<file path="src/rtl/jtag_tap_master.sv">
// JTAG host sequencer: turns RESET/IR_SCAN/DR_SCAN/IDLE commands into tclk/tms/tdi waveforms.
// Latency: accept -> rsp_valid = N_tck * 2 * HALF_PERIOD clk cycles.
// Backpressure: single command in flight; cmd_ready low while busy, rsp_valid held until rsp_ready.
module jtag_tap_master #(
  parameter int HALF_PERIOD = 1,
  parameter int RESET_TCKS  = 5
) (
  input  logic        clk,
  input  logic        trst,
  input  logic        cmd_valid,
  output logic        cmd_ready,
  input  logic [1:0]  cmd_op,
  input  logic [4:0]  cmd_len,
  input  logic [31:0] cmd_data,
  output logic        rsp_valid,
  input  logic        rsp_ready,
  output logic [31:0] rsp_data,
  output logic        busy,
  output logic        tclk,
  output logic        tms,
  output logic        tdi,
  input  logic        tdo,
  input  logic        tdo_en
);

  typedef enum logic [2:0] {
    S_INIT, S_READY, S_HEADER, S_SHIFT, S_TRAILER, S_RESP
  } state_t;

  localparam logic [1:0] OP_RESET   = 2'd0;
  localparam logic [1:0] OP_IR      = 2'd1;
  localparam logic [1:0] OP_DR      = 2'd2;
  localparam logic [1:0] OP_IDLE    = 2'd3;
  localparam logic [7:0] PHASE_LAST = 8'(HALF_PERIOD - 1);
  localparam logic [5:0] RST_LAST   = 6'(RESET_TCKS);

  state_t      r_state, w_state_nxt;
  logic [5:0]  r_idx, w_idx_nxt;
  logic [1:0]  r_op, w_op_nxt;
  logic [5:0]  r_len, w_len_nxt;
  logic [31:0] r_data, w_data_nxt;
  logic [31:0] r_rsp, w_rsp_nxt;
  logic        r_tclk, w_tclk_nxt;
  logic [7:0]  r_cnt, w_cnt_nxt;
  logic        r_tms, w_tms_nxt;
  logic        r_tdi, w_tdi_nxt;

  logic [5:0]  w_cmd_len;
  logic [5:0]  w_hdr_last;
  logic        w_phase_end;
  logic        w_shift_dat;

  // TMS level for TCK number idx of a given state; INIT and RESET share the reset pattern.
  function automatic logic f_tms(input state_t s, input logic [1:0] op,
                                 input logic [5:0] idx, input logic [5:0] len);
    logic m;
    m = 1'b0;
    case (s)
      S_INIT:    m = (idx < RST_LAST);
      S_HEADER: begin
        case (op)
          OP_RESET: m = (idx < RST_LAST);
          OP_IR:    m = (idx < 6'd2);
          default:  m = (idx == 6'd0);
        endcase
      end
      S_SHIFT:   m = (op != OP_IDLE) && (idx == len - 6'd1);
      S_TRAILER: m = (idx == 6'd0);
      default:   m = 1'b0;
    endcase
    return m;
  endfunction

  assign w_cmd_len   = (cmd_len == 5'd0) ? 6'd32 : {1'b0, cmd_len};
  assign w_hdr_last  = (r_op == OP_RESET) ? RST_LAST : (r_op == OP_IR) ? 6'd3 : 6'd2;
  assign w_phase_end = (r_cnt == PHASE_LAST);
  assign w_shift_dat = (r_state == S_SHIFT) && (r_op != OP_IDLE);

  // State and datapath registers; the reset state is already the low phase of the first INIT TCK.
  always_ff @(posedge clk or negedge trst) begin
    if (!trst) begin
      r_state <= S_INIT;
      r_idx   <= '0;
      r_op    <= OP_RESET;
      r_len   <= '0;
      r_data  <= '0;
      r_rsp   <= '0;
      r_tclk  <= 1'b0;
      r_cnt   <= '0;
      r_tms   <= 1'b1;
      r_tdi   <= 1'b0;
    end else begin
      r_state <= w_state_nxt;
      r_idx   <= w_idx_nxt;
      r_op    <= w_op_nxt;
      r_len   <= w_len_nxt;
      r_data  <= w_data_nxt;
      r_rsp   <= w_rsp_nxt;
      r_tclk  <= w_tclk_nxt;
      r_cnt   <= w_cnt_nxt;
      r_tms   <= w_tms_nxt;
      r_tdi   <= w_tdi_nxt;
    end
  end

  // Next-state: tclk phase timing, tdo capture on rising tclk, next TCK set-up on falling tclk.
  always_comb begin
    w_state_nxt = r_state;
    w_idx_nxt   = r_idx;
    w_op_nxt    = r_op;
    w_len_nxt   = r_len;
    w_data_nxt  = r_data;
    w_rsp_nxt   = r_rsp;
    w_tclk_nxt  = r_tclk;
    w_cnt_nxt   = r_cnt;
    w_tms_nxt   = r_tms;
    w_tdi_nxt   = r_tdi;
    case (r_state)
      S_READY: begin
        if (cmd_valid) begin
          w_state_nxt = (cmd_op == OP_IDLE) ? S_SHIFT : S_HEADER;
          w_idx_nxt   = '0;
          w_op_nxt    = cmd_op;
          w_len_nxt   = w_cmd_len;
          w_data_nxt  = cmd_data;
          w_rsp_nxt   = '0;
          w_cnt_nxt   = '0;
          w_tclk_nxt  = 1'b0;
          // The first TCK is never a data-carrying shift, so tdi starts low.
          w_tms_nxt   = f_tms(w_state_nxt, cmd_op, 6'd0, w_cmd_len);
          w_tdi_nxt   = 1'b0;
        end
      end
      S_RESP: begin
        if (rsp_ready) w_state_nxt = S_READY;
      end
      default: begin
        if (w_phase_end) begin
          w_cnt_nxt  = '0;
          w_tclk_nxt = ~r_tclk;
        end else begin
          w_cnt_nxt  = r_cnt + 8'd1;
        end
        if (w_phase_end && !r_tclk && w_shift_dat) begin
          w_rsp_nxt[r_idx[4:0]] = tdo & tdo_en;
        end
        if (w_phase_end && r_tclk) begin
          w_idx_nxt = r_idx + 6'd1;
          case (r_state)
            S_INIT: begin
              if (r_idx == RST_LAST) w_state_nxt = S_READY;
            end
            S_HEADER: begin
              if (r_idx == w_hdr_last) begin
                w_state_nxt = (r_op == OP_RESET) ? S_RESP : S_SHIFT;
                w_idx_nxt   = '0;
              end
            end
            S_SHIFT: begin
              if (r_idx == r_len - 6'd1) begin
                w_state_nxt = (r_op == OP_IDLE) ? S_RESP : S_TRAILER;
                w_idx_nxt   = '0;
              end
            end
            default: begin
              if (r_idx == 6'd1) w_state_nxt = S_RESP;
            end
          endcase
          if (w_state_nxt == S_READY || w_state_nxt == S_RESP) begin
            w_tms_nxt = 1'b0;
            w_tdi_nxt = 1'b0;
          end else begin
            w_tms_nxt = f_tms(w_state_nxt, r_op, w_idx_nxt, r_len);
            w_tdi_nxt = (w_state_nxt == S_SHIFT && r_op != OP_IDLE) ? r_data[w_idx_nxt[4:0]] : 1'b0;
          end
        end
      end
    endcase
  end

  assign cmd_ready = (r_state == S_READY);
  assign busy      = (r_state != S_READY);
  assign rsp_valid = (r_state == S_RESP);
  assign rsp_data  = r_rsp;
  assign tclk      = r_tclk;
  assign tms       = r_tms;
  assign tdi       = r_tdi;

endmodule

</file>
<file path="config.mk">
export PLATFORM = sky130hd
export DESIGN_NAME = jtag_tap_master
export DESIGN_NICKNAME = d
export VERILOG_FILES = /design/src/rtl/jtag_tap_master.sv
export SDC_FILE = /design/constraint.sdc
export NUM_CORES = 1
export LEC_CHECK = 0
export BUFFER_PORTS_ARGS = -buffer_cell sky130_fd_sc_hd__buf_4
export CORE_UTILIZATION = 40
export CTS_CLUSTER_DIAMETER = 50
export DETAILED_ROUTE_END_ITERATION = 16
export GPL_ROUTABILITY_DRIVEN = 0
export PLACE_DENSITY_LB_ADDON = 0.3
export REMOVE_ABC_BUFFERS = 1
export SLEW_MARGIN = 20
export SYNTH_ARGS = -nofsm -noshare
export SYNTH_HDL_FRONTEND = slang
export SYNTH_SLANG_ARGS = --single-unit
</file>
<file path="constraint.sdc">
create_clock -name clk -period 4.05 [get_ports clk]
set_input_delay 0.81 -clock clk [delete_from_list [all_inputs] [get_ports clk]]
set_output_delay 0.81 -clock clk [all_outputs]
set_load 0.005 [all_outputs]
</file>
==> results of run 1 <==
worst paths after layout:
check,start,end,slack (ns),depth (start not counted)
max,r_idx[0],tdi,0.98,8
min,r_data[1],r_data[1],0.48,2
max reg2reg,r_idx[0],tdi,0.98,8
min reg2reg,r_data[1],r_data[1],0.48,2
max in group asynchronous,trst,r_data[4],3.01,2
min in group asynchronous,trst,rsp_data[12],0.52,2
power by group through the flow:
stage / Clock (mW) / Combinational, mW / Sequential [mW]
6_report: 0.845 / 1.29 / 1.27
5_1_grt: 0.910 / 1.43 / 1.30
4_1_cts: 0.871 / 1.28 / 1.26
3_5_place_dp: 0 / 1.27 / 1.28
3_3_place_gp: 0 / 1.24 / 1.28
2_1_floorplan: 0 / 0.934 / 1.23
routing by layer:
layer,track usage,vias up,wire length [um]
met5,0,-,0
met4,0.07436,0,296
met3,0.05858,26,886
met2,0.3548,170,6429
met1,0.2722,2208,5941
li1,-,2231,-
worst register-to-register path, stage by stage, from the launching register on:
cell and delay (ns):
dfrtp_1 0.55, inv_1 0.18, ha_1 0.75, mux4_2 0.58, nand2_1 0.08, nand3_1 0.12
a311oi_1 0.31, a311oi_1 0.12, a32o_1 0.26
state kept, by name, summed over array words and instances (netlist names):
signal    count
rsp_data     32
r_idx         6
r_data       32
tclk          1
r_state       3
r_len         6
tms           1
r_cnt         8
tdi           1
r_op          2
placed cells by master (no fill, tap or decap), drive strengths merged, types with 3 or more instances in the layout:
master and count:
a21oi 40, a31oi 7, a32o 3, a41oi 3, and2 6, and3 9
buf 89, clkbuf 11, clkinv 3, dfrtp 91, ha 7, inv 13
mux2i 3, mux4 4, nand2 152, nand2b 5, nand3 12, nand4 8
nor2 27, nor2b 5, nor3 14, nor3b 3, nor4 3, o21ai 85
o31ai 5, o41ai 3, or2 3, xnor2 15, xor2 10
logic make-up after synthesis:
logic type | count (synthesis) | share of synthesized area
compound gates | 164 | 0.1888
buf+inv | 50 | 0.03864
flops | 92 | 0.4446
mux | 9 | 0.02753
xor+xnor | 28 | 0.05578
simple gates | 256 | 0.2277
fa+ha+maj | 7 | 0.01690
cell type report:
class	count	area, um2	share of cell area
Clock buffer	11	252.7	0.04067
Clock inverter	4	48.80	0.007852
Inverter	13	48.80	0.007852
Timing Repair Buffer	89	668.1	0.1075
Tap cell	172	215.2	0.03463
Multi-Input combinational cell	464	2678	0.4308
Sequential cell	92	2303	0.3706
synthesized netlist by cell type, types with 3 or more instances:
library cell | count | area (um2)
ha_1 | 7 | 87.58
a21oi_1 | 40 | 200.2
nor3_1 | 12 | 60.06
buf_2 | 4 | 20.02
xor2_1 | 10 | 87.58
nand2_1 | 152 | 570.6
or2_2 | 3 | 18.77
clkbuf_1 | 32 | 120.1
mux4_2 | 4 | 90.09
and3_1 | 8 | 50.05
nor4_1 | 3 | 18.77
and2_1 | 5 | 31.28
xnor2_1 | 15 | 131.4
inv_1 | 13 | 48.80
nand2b_1 | 5 | 31.28
dfrtp_1 | 91 | 2277
nand4_1 | 7 | 43.79
nor2b_1 | 5 | 31.28
o31ai_1 | 5 | 37.54
a31oi_1 | 7 | 43.79
nand3_1 | 12 | 60.06
o21ai_0 | 84 | 420.4
mux2i_1 | 3 | 30.03
a32o_1 | 3 | 30.03
nor2_1 | 27 | 101.4
metrics by stage:
| step | setup WS [ns] | utilization | std cells | area (um2) | power [mW] |
|---|---|---|---|---|---|
| after floorplan | 1.077 | - | 569 | 5030 | 2.167 |
| after global placement | 1.135 | 0.4686 | 830 | 5913 | 2.514 |
| after detailed placement | 1.021 | 0.4686 | 830 | 5913 | 2.552 |
| after CTS | 1.005 | 0.4925 | 845 | 6215 | 3.415 |
| after global routing | 0.8032 | 0.4925 | 845 | 6215 | 3.634 |
| final | 0.9820 | 0.4925 | 845 | 6215 | 3.404 |
==> flow_metrics.py, run 1 <==
metrics = {
    "global_routing": {
        "grt_max_degree": 54,
        "antenna_found_initial": 0,
        "grt_pass1_wl_um": 22180,
        "gr-total-overflow": 0,
        "first_global_vias": 4497,
        "track_usage": 0.2151,
    },
    "synthesis": {
        "synth-async-reset-ratio": 1.000,
        "ys_ff_latch": 92,
        "ys_seq_area_frac": 0.4446,
        "synth_area_per_cell_um2": 8.550,
        "syn_inst": 606,
        "ys.flop_type": "dfrtp_1",
        "synth-edff-count": 0,
        "syn_area_um2": 5181,
        "yosys_warnings": 0,
        "synth_cell_types": 66,
    },
    "sta": {
        "setup_viol": 0,
        "tightest_slew_ns": 0.7641,
        "max_clock_freq_mhz": 325.9,
        "fin_crit_sh": 0.7575,
        "fin_tns_setup_ns": 0,
        "rsz0062_at_grt": "false",
        "maxSlewViolCount": 0,
        "relSlewSlack": 0.4906,
        "fin_crit_ns": 3.068,
        "hold_slack_ns": 0.4753,
        "hold_viol": 0,
        "fin_skew_ns": 0.009283,
    },
    "cells_and_area": {
        "nNetsFinal": 721,
        "area_growth_pct": 19.95,
        "fill_cells": 1239,
        "layout-drive-gt1-share": 0.1872,
        "n_antenna_cell": 0,
    },
    "setup_path": {
        "criticalPathCategory": "flop to flop",
        "startpoint_type": "flop",
        "crit_required_ns": 4.29,
        "cp_cell_sequence": "inv_1 > ha_1 > mux4_2 > nand2_1 > nand3_1 > a311oi_1 > a311oi_1 > a32o_1",
        "slowest_delay_ns": 0.75,
        "slowest_stage": "ha_1",
        "crit_family": "adder cells",
        "crit_top_cell": "a311oi_1",
        "worstSetupEndpointType": "flop",
        "worst-path-buf-inv": 1,
        "cp_max_fo": 19,
        "arrival_ns": 3.30,
    },
    "place": {
        "hpwl_um": 9722,
        "port_buffers": 82,
    },
    "run_status": {
        "outcome": "complete, no violations",
    },
    "die": {
        "die-width_um": 115.8,
        "io_pins": 83,
        "die_area_um2": 13410,
        "rows": 41,
        "fp.dieH_um": 115.8,
        "coreArea_um2": 12620,
        "start_util": 0.4106,
    },
    "cts": {
        "cts_buffers": 9,
        "cts_tree": "built",
        "cts.clk_slew.worst_paths_ns": 0.06,
        "postCtsSetupBuffers": 0,
        "cts_hold_buf": 0,
        "cts_buffer_depth": 2,
        "h-tree-depth": 3,
        "cts_num_sinks": 92,
        "clock_latency_ns": 0.35,
        "cts-resized-gates": 0,
        "cts-root-buf": "clkbuf_16",
    },
    "route": {
        "vias": 4635,
        "drt_wl_total_um": 13550,
        "wire_per_inst_um": 16.04,
        "viasPerCell": 5.485,
        "route.detailed.drc": 0,
        "detail-route-antenna-nets": 0,
        "firstDrtPassIters": 5,
        "drtIter0Drc": 337,
    },
    "run": {
        "cap_viol_max_count": 0,
    },
    "power_and_ir_drop": {
        "ir_drop_mv": 0.4496,
        "powerDensity_nw_per_um2": 547.8,
        "clkPwrFrac": 0.248,
        "p_int_mw": 2.084,
        "pwr-share-seq": 0.373,
        "p_switching_mw": 1.320,
        "power_frac_comb": 0.379,
        "leakage_nw": 2.966,
        "switching_share": 0.3877,
    },
    "hold_path": {
        "min_path_type": "flop to flop",
    },
}
Power figures use the tool's default switching activity.
==> run 2, diff against run 1 <==
Clock period 4.05 ns to 2.9 ns, I/O delays scaled along.
==> flow_metrics.py, run 2 (synthesis gave the netlist of run 1 again) <==
metrics = {
    "sta": {
        "relSlewSlack": 0.5349,
        "fin_crit_ns": 2.714,
        "fin_crit_sh": 0.9359,
        "tightest_slew_ns": 0.6977,
        "hold_viol": 0,
        "maxSlewViolCount": 0,
        "setup_viol": 0,
        "fin_skew_ns": 0.008024,
        "max_clock_freq_mhz": 368.5,
        "rsz0062_at_grt": "false",
    },
    "power_and_ir_drop": {
        "power_frac_comb": 0.411,
        "switching_share": 0.3887,
        "p_switching_mw": 1.906,
        "clkPwrFrac": 0.241,
        "p_total_mw": 4.905,
        "powerDensity_nw_per_um2": 775.5,
        "ir_drop_mv": 0.3766,
        "leakage_nw": 3.028,
        "p_int_mw": 2.998,
        "pwr-share-seq": 0.348,
    },
    "setup_path": {
        "arrival_ns": 3.01,
        "criticalPathCategory": "flop to flop",
        "worstReg2RegStart": "r_len[0]",
        "startpoint_type": "flop",
        "rrSetupSlack_ns": 0.19,
        "worst-path-buf-inv": 1,
        "crit_required_ns": 3.19,
        "cp.depth": 9,
        "cp_max_fo": 8,
        "crit_family": "simple AND/OR/NAND/NOR gates",
        "slowest_delay_ns": 0.42,
        "r2r_cells": 9,
        "cp_cell_sequence": "inv_1 > ha_1 > xor3_1 > nor3_4 > and4b_1 > a21boi_2 > and3_1 > o311ai_1 > a32o_1",
        "slowest_stage": "dfrtp_1",
        "r2r_end": "tdi",
        "worstSetupEndpointType": "flop",
    },
    "cts": {
        "cts_tree": "built",
        "cts_buffers": 9,
        "cts_hold_buf": 0,
        "cts-resized-gates": 0,
        "clock_latency_ns": 0.35,
        "postCtsSetupBuffers": 0,
        "h-tree-depth": 3,
        "cts_num_sinks": 92,
        "cts-root-buf": "clkbuf_16",
        "cts.clk_slew.worst_paths_ns": 0.06,
        "cts_buffer_depth": 2,
    },
    "cells_and_area": {
        "final_common_cell": "nand2_1",
        "regArea_um2": 2303,
        "n_antenna_cell": 0,
        "nNetsFinal": 736,
        "fin_util": 0.5012,
        "multi_input_area_um2": 2684,
        "fill_cells": 1254,
        "area_growth_pct": 22.07,
        "final_cell_mix": "nand2_1 (152), buf_4 (104), dfrtp_1 (91), o21ai_0 (84), a21oi_1 (40)",
        "finalInstanceArea_um2": 6325,
        "layout-drive-gt1-share": 0.2035,
    },
    "die": {
        "fp.dieH_um": 115.8,
        "die_area_um2": 13410,
        "die-width_um": 115.8,
        "start_util": 0.4106,
        "io_pins": 83,
        "rows": 41,
        "coreArea_um2": 12620,
    },
    "route": {
        "drtIter0Drc": 383,
        "detail-route-antenna-nets": 0,
        "route.detailed.drc": 0,
        "firstDrtPassIters": 5,
        "viasPerCell": 5.512,
        "drt_wl_total_um": 13910,
        "vias": 4740,
        "wire_per_inst_um": 16.17,
    },
    "place": {
        "placed_area_um2": 6026,
        "port_buffers": 82,
        "hpwl_um": 10030,
    },
    "run_status": {
        "outcome": "complete, no violations",
    },
    "run": {
        "cap_viol_max_count": 0,
    },
    "global_routing": {
        "antenna_found_initial": 0,
        "grt_max_degree": 55,
        "grt_pass1_wl_um": 22950,
        "first_global_vias": 4612,
        "gr-total-overflow": 0,
        "track_usage": 0.2236,
    },
    "hold_path": {
        "min_path_type": "input pin to async pin",
    },
}
[run 2: cell types whose count changed in the layout (fill, tap and decap cells not counted), sizes merged]
cell,before,now
buf,89,104
clkbuf,11,12
clkinv,3,0
clkinvlp,0,1
inv,13,14
[run 2: how the worst max path moves through the flow]
stage	startpoint	to	slack, ns
floorplan	r_idx[0]	tdi	-0.07
global placement	r_idx[1]	tdi	0.34
detailed placement	r_len[0]	tdi	0.23
CTS	r_len[0]	tdi	0.21
global route	r_len[0]	tdi	0.03
finish	r_len[0]	tdi	0.19
[run 2: through the flow]
| step | setup WS, ns | setup TNS [ns] | hold WS, ns | cells |
|---|---|---|---|---|
| detailed placement | 0.2313 | 0 | 0.4649 | 845 |
| floorplan | -0.07328 | -0.07328 | 0.2844 | 569 |
| global route | 0.03315 | 0 | 0.3359 | 860 |
| global placement | 0.3379 | 0 | 0.4614 | 845 |
| CTS | 0.2090 | 0 | 0.3055 | 860 |
| finish | 0.1860 | 0 | 0.2759 | 860 |
[run 2: layer usage]
metal / vias to the layer above / global-route usage / part of all wire
li1: 2267 / - / -
met1: 2224 / 0.2842 / 0.43
met2: 214 / 0.3583 / 0.47
met3: 35 / 0.04393 / 0.063
met4: 0 / 0.1239 / 0.034
met5: - / 0 / 0
[run 2: power by group through the flow]
stage,logic (mW),clock network (mW),registers (mW)
floorplan,1.30,0,1.72
global placement,1.94,0,1.70
detailed placement,1.99,0,1.72
CTS,2.00,1.21,1.70
global route,2.24,1.27,1.73
finish,2.02,1.18,1.70
[run 2: layout make-up]
type                       count  share of cell area
inverter                      13            0.007715
timing repair buffer         104              0.1234
clock buffer                  12             0.03897
multi-input combinational    464              0.4243
tap                          172             0.03403
clock inverter                 3            0.007319
sequential                    92              0.3642
